[src/rtl/y86_alu_pkg.sv]
// Shared Y86 ALU encodings: ALU function codes, branch/cmov condition codes,
// condition-code bit positions and the flag reset value.
package y86_alu_pkg;

    typedef enum logic [3:0] {
        ALU_ADD = 4'd0,
        ALU_SUB = 4'd1,
        ALU_AND = 4'd2,
        ALU_XOR = 4'd3
    } alu_fun_e;

    typedef enum logic [3:0] {
        C_ALWAYS = 4'd0,
        C_LE     = 4'd1,
        C_L      = 4'd2,
        C_E      = 4'd3,
        C_NE     = 4'd4,
        C_GE     = 4'd5,
        C_G      = 4'd6
    } cond_fun_e;

    localparam int unsigned CC_ZF = 2;
    localparam int unsigned CC_SF = 1;
    localparam int unsigned CC_OF = 0;

    localparam logic [2:0] CC_RESET = 3'b100;

    // Evaluates a Y86 condition against a {ZF,SF,OF} flag triple; unknown codes give 0.
    function automatic logic eval_cond(input logic [3:0] fn, input logic [2:0] cc);
        logic w_lt;
        logic w_res;
        w_lt  = cc[CC_SF] ^ cc[CC_OF];
        w_res = 1'b0;
        case (fn)
            C_ALWAYS: w_res = 1'b1;
            C_LE:     w_res = w_lt | cc[CC_ZF];
            C_L:      w_res = w_lt;
            C_E:      w_res = cc[CC_ZF];
            C_NE:     w_res = ~cc[CC_ZF];
            C_GE:     w_res = ~w_lt;
            C_G:      w_res = ~w_lt & ~cc[CC_ZF];
            default:  w_res = 1'b0;
        endcase
        return w_res;
    endfunction

endpackage

[src/rtl/cc_flag_gen.sv]
// Combinational ZF/SF/OF derivation from the ALU operands and its result.
// Subtraction follows the Y86 convention res = b - a.
module cc_flag_gen
    import y86_alu_pkg::*;
#(
    parameter int WIDTH = 64
) (
    input  logic [3:0]       fun,
    input  logic [WIDTH-1:0] a,
    input  logic [WIDTH-1:0] b,
    input  logic [WIDTH-1:0] res,
    output logic             zf,
    output logic             sf,
    output logic             of
);

    logic w_a_s;
    logic w_b_s;
    logic w_r_s;
    logic w_unused;

    assign w_a_s    = a[WIDTH-1];
    assign w_b_s    = b[WIDTH-1];
    assign w_r_s    = res[WIDTH-1];
    // Only operand sign bits matter for overflow detection.
    assign w_unused = &{1'b0, a[WIDTH-2:0], b[WIDTH-2:0]};

    assign zf = (res == '0);
    assign sf = w_r_s;

    always_comb begin
        of = 1'b0;
        case (fun)
            ALU_ADD: of = (w_a_s == w_b_s) & (w_r_s != w_a_s);
            ALU_SUB: of = (w_a_s != w_b_s) & (w_r_s != w_b_s);
            default: of = 1'b0;
        endcase
    end

endmodule

[src/rtl/alu_cc_unit.sv]
// Y86 condition-code register with update counter and condition evaluation.
// Define CC_BYPASS_EN to let cond see flags being written in the same cycle.
module alu_cc_unit
    import y86_alu_pkg::*;
#(
    parameter int WIDTH = 64,
    parameter int CNT_W = 16
) (
    input  logic             clk,
    input  logic             rst,
    input  logic             alu_valid,
    input  logic [3:0]       alu_fun,
    input  logic [WIDTH-1:0] alu_a,
    input  logic [WIDTH-1:0] alu_b,
    input  logic [WIDTH-1:0] alu_res,
    input  logic             set_cc,
    input  logic             cc_stall,
    input  logic [3:0]       cond_fun,
    output logic [2:0]       cc_out,
    output logic             cond,
    output logic             cc_updated,
    output logic             fun_err,
    output logic [CNT_W-1:0] upd_count
);

    logic [2:0]       r_cc;
    logic             r_upd;
    logic             r_err;
    logic [CNT_W-1:0] r_cnt;

    logic             w_try;
    logic             w_fun_ok;
    logic             w_upd;
    logic             w_zf;
    logic             w_sf;
    logic             w_of;
    logic [2:0]       w_new_cc;
    logic [2:0]       w_cond_cc;

    cc_flag_gen #(.WIDTH(WIDTH)) u_flag_gen (
        .fun (alu_fun),
        .a   (alu_a),
        .b   (alu_b),
        .res (alu_res),
        .zf  (w_zf),
        .sf  (w_sf),
        .of  (w_of)
    );

    assign w_new_cc = {w_zf, w_sf, w_of};
    assign w_try    = alu_valid & set_cc & ~cc_stall;
    assign w_fun_ok = (alu_fun <= ALU_XOR);
    // A reset in the same cycle cancels the write, so it is not treated as pending.
    assign w_upd    = ~rst & w_try & w_fun_ok;

    always_ff @(posedge clk) begin
        if (rst) begin
            r_cc  <= CC_RESET;
            r_upd <= 1'b0;
            r_err <= 1'b0;
            r_cnt <= '0;
        end else begin
            r_upd <= w_upd;
            r_err <= w_try & ~w_fun_ok;
            if (w_upd) begin
                r_cc <= w_new_cc;
                if (r_cnt != '1) begin
                    r_cnt <= r_cnt + CNT_W'(1);
                end
            end
        end
    end

`ifdef CC_BYPASS_EN
    assign w_cond_cc = w_upd ? w_new_cc : r_cc;
`else
    assign w_cond_cc = r_cc;
`endif

    assign cond       = eval_cond(cond_fun, w_cond_cc);
    assign cc_out     = r_cc;
    assign cc_updated = r_upd;
    assign fun_err    = r_err;
    assign upd_count  = r_cnt;

endmodule

[config.mk]
export PLATFORM = sky130hd
export DESIGN_NAME = alu_cc_unit
export DESIGN_NICKNAME = d
export VERILOG_FILES = /design/src/rtl/y86_alu_pkg.sv /design/src/rtl/cc_flag_gen.sv /design/src/rtl/alu_cc_unit.sv
export SDC_FILE = /design/constraint.sdc
export NUM_CORES = 1
export LEC_CHECK = 0
export ABC_AREA = 1
export BUFFER_PORTS_ARGS = -buffer_cell sky130_fd_sc_hd__buf_2
export CAP_MARGIN = 40
export CORE_AREA = 2 2 87 89
export CTS_BUF_LIST = sky130_fd_sc_hd__clkbuf_16
export DETAILED_ROUTE_END_ITERATION = 10
export DIE_AREA = 0 0 89 91
export GPL_ROUTABILITY_DRIVEN = 0
export GPL_TIMING_DRIVEN = 0
export PLACE_DENSITY_LB_ADDON = 0.1
export SYNTH_ARGS = -nofsm -noshare
export SYNTH_HDL_FRONTEND = slang
export SYNTH_SLANG_ARGS = --single-unit
export TNS_END_PERCENT = 30
[constraint.sdc]
create_clock -name clk -period 2.3 [get_ports clk]
set_input_delay 0.345 -clock clk [delete_from_list [all_inputs] [get_ports clk]]
set_output_delay 0.345 -clock clk [all_outputs]
set_load 0.01 [all_outputs]
==> summary.md <==
| Metric | Value |
|---|---|
| Status | completed |
| DRT iter0 DRCs | between 50 and 60 |
| Initial core utilization | 20.2% |
| Worst Hold Class | input port to flip-flop |
| Sequential fraction of the synthesis area | 29.2% |
| Hold Buf Count CTS | 0 |
| DRC Markers | 0 |
| Post-route setup TNS | 0 ns |
| Most frequent cells in the layout | buf_2, nand2_1, nor2_1, dfxtp_1, inv_1 |
| Yosys reg bits | 21 |
| Fin nets | 554 |
| Crit-path slowest cell | dfxtp_1 |
| Max Cap Viol | 0 |
| Diode count | 0 |
| Max-slew headroom | 63.4% |
| Clock Latency Late Sink | 0.26 ns |
| CTS sink count | 21 |
| Routed vias/inst | 4.07 |
| Area of the multi-input gates | 923 um^2 |
| Initial antenna violation count | 0 |
| Post-DRT Antenna Nets | 0 |
| CTS tree | done |
| Synthesized instance count | about 240 |
| Clock skew | 0.00704 ns |
| Setup WS pre-CTS | 0.679 ns |
| PostCTS Resize Cnt | 0 |
| Fin util | approximately 30% |
| Port bufs | 100 |
| Mean cell area of the mapped netlist | 5.93 um^2 |
| Worst-Margin Slew | ~0.55 ns |
| Data required time of the worst path | 1.96 ns |
| Yosys warns | 0 |
| Crit path cell chain | xor2_1 > o21ai_0 > nand2_1 > nand2_1 > nand2_1 > nor2_1 > buf_2 |
| Count of cell types in the netlist | 23 |
| Crit. End Element | primary output |
| Syn Std Cell Area | roughly 0.0014 mm^2 |
| CP delay by family, top | flip-flops |
| Power Density | 405 mW/mm^2 |
| Critical path type | flip-flop to primary output |
| Worst Path Buf+Inv | 1 |
| Fin. Hold Viols | 0 |
| Post-route setup slack | between 0.6 and 0.7 ns |
| Area delta synth->final | 48.9% |
| CTS Root Cell | clkbuf_16 |
| Final Setup Violations | 0 |
| Fillcell total | 859 |
| Clk slew on worst S/H paths | 0.06 ns |
| Die Ht | 91 um |
| Worst EP arrival | around 1.3 ns |
| Die Area | 0.00810 mm^2 |
| Final Power | 870 uW |
| CP max stage delay | around 0.41 ns |
| Most common cell after layout, fill and taps aside | buf_2 |
| Routed WL | 5.27 mm |
| HPWL Detailed | 4.52 mm |
| Static leakage | 1.03 nW |
| Final worst-path cycle share | 71.9% |
| Number of cell rows | 31 |
| Core ar. | 0.00714 mm^2 |
| Number of global-route vias before repair | 1,682 |
| RSZ-0062 raised after global routing | false |
| Largest net degree at the start of global routing | 13 |
| H-tree depth reported by CTS | 1 |
| Syn Nets | 449 |
| Drt pass-1 iters | 4 |
| Crit start category | flip-flop |
| Crit path top cell by count | nand2_1 |
| Crit-path max FO | 3 |
| Vias | 1,816 |
| First-pass GRT wire length | approximately 8.1 mm |
| IR drop worst, VDD | 0.215 mV |
| Max Freq | 604 MHz |
| Post-CTS setup buffer count | 0 |
| Layout cell share with drive strength beyond 1 | 35.2% |
| Clk buf depth | 2 |
| TritonCTS Buffers | 3 |
| Final Max Tran Viols | 0 |
| Die X | 89 um |
| Drt wl/cell | 11.8 um |
| Top Ports | 227 |
| Total grt overflow | 0 |
| Final critical-path required period | 1.65 ns |
| GRT Resource Usage Total | 13.1% |
| Sequential cell area | 420 um^2 |
## metal layers
layer | global-route usage (%) | up-vias | part of all wire [%]
met5 | 0 | - | 0
met4 | 3.73 | 0 | 0.57
met3 | 2.45 | 2 | 8.2
met2 | 21.5 | 95 | 45
met1 | 17.4 | 740 | 47
li1 | - | 979 | -
## synthesized netlist by cell type
| master | n | area (um^2) |
|---|---|---|
| nand4_1 | 8 | 50.1 |
| xor2_1 | 5 | 43.8 |
| or2_2 | 1 | 6.26 |
| nor2_4 | 1 | 11.3 |
| ha_1 | 1 | 12.5 |
| nor2_1 | 62 | 233 |
| xnor2_1 | 3 | 26.3 |
| a21oi_1 | 16 | 80.1 |
| nand3_1 | 13 | 65.1 |
| inv_1 | 18 | 67.6 |
| buf_6 | 1 | 11.3 |
| nand4_4 | 1 | 21.3 |
| nand2_2 | 4 | 25.0 |
| dfxtp_1 | 21 | 420 |
| o21ai_0 | 5 | 25.0 |
| nand3b_1 | 1 | 7.51 |
| clkbuf_1 | 1 | 3.75 |
| buf_4 | 1 | 7.51 |
| nor3_1 | 3 | 15.0 |
| inv_2 | 2 | 7.51 |
| o21ai_2 | 1 | 8.76 |
| nand2_1 | 68 | 255 |
| nor2_2 | 6 | 37.5 |
## cell type report
type,count,share of cell area (%)
clock buffer,3,3.50
buffer,3,1.05
multi-input combinational,199,43.0
inverter,20,3.50
sequential,21,19.6
tap,99,5.77
clock inverter,1,0.233
timing repair buffer,100,23.3
## per-stage QoR
stage          std cells  hold WS, ns  cell area, um^2
2_1_floorplan        243        0.414             1440
3_3_place_gp         442        0.511             2070
3_5_place_dp         442        0.519             2070
4_1_cts              446        0.335             2150
5_1_grt              446        0.343             2150
6_report             446        0.332             2150
## final timing paths
path                      from       endpoint  slack, ns  depth (start not counted)
setup / recovery     cc_out[0]           cond       0.65                          7
hold / removal             rst   upd_count[2]       0.33                          2
setup reg to reg  upd_count[0]  upd_count[14]       0.71                          9
hold reg to reg   upd_count[4]   upd_count[4]       0.53                          2
## registers in the layout, indices dropped and copies added, names as in the netlist
register    flops
cc_updated      1
fun_err         1
upd_count      16
cc_out          3
## kinds of logic (layout without fill, tap and decap cells)
group,after synthesis,after routing,synth area share (%)
simple gates,168,168,50.4
flops,21,21,29.2
fa+ha+maj,1,1,0.868
compound gates,22,22,7.90
xor+xnor,8,8,4.86
buf+inv,23,127,6.77
## report_power, final
part	internal (mW)	switching, mW	total (mW)
combinational	0.0657	0.0578	0.124
sequential	0.365	0.00125	0.366
clock	0.234	0.146	0.380
Note: power is estimated with default switching activity, not from simulation.
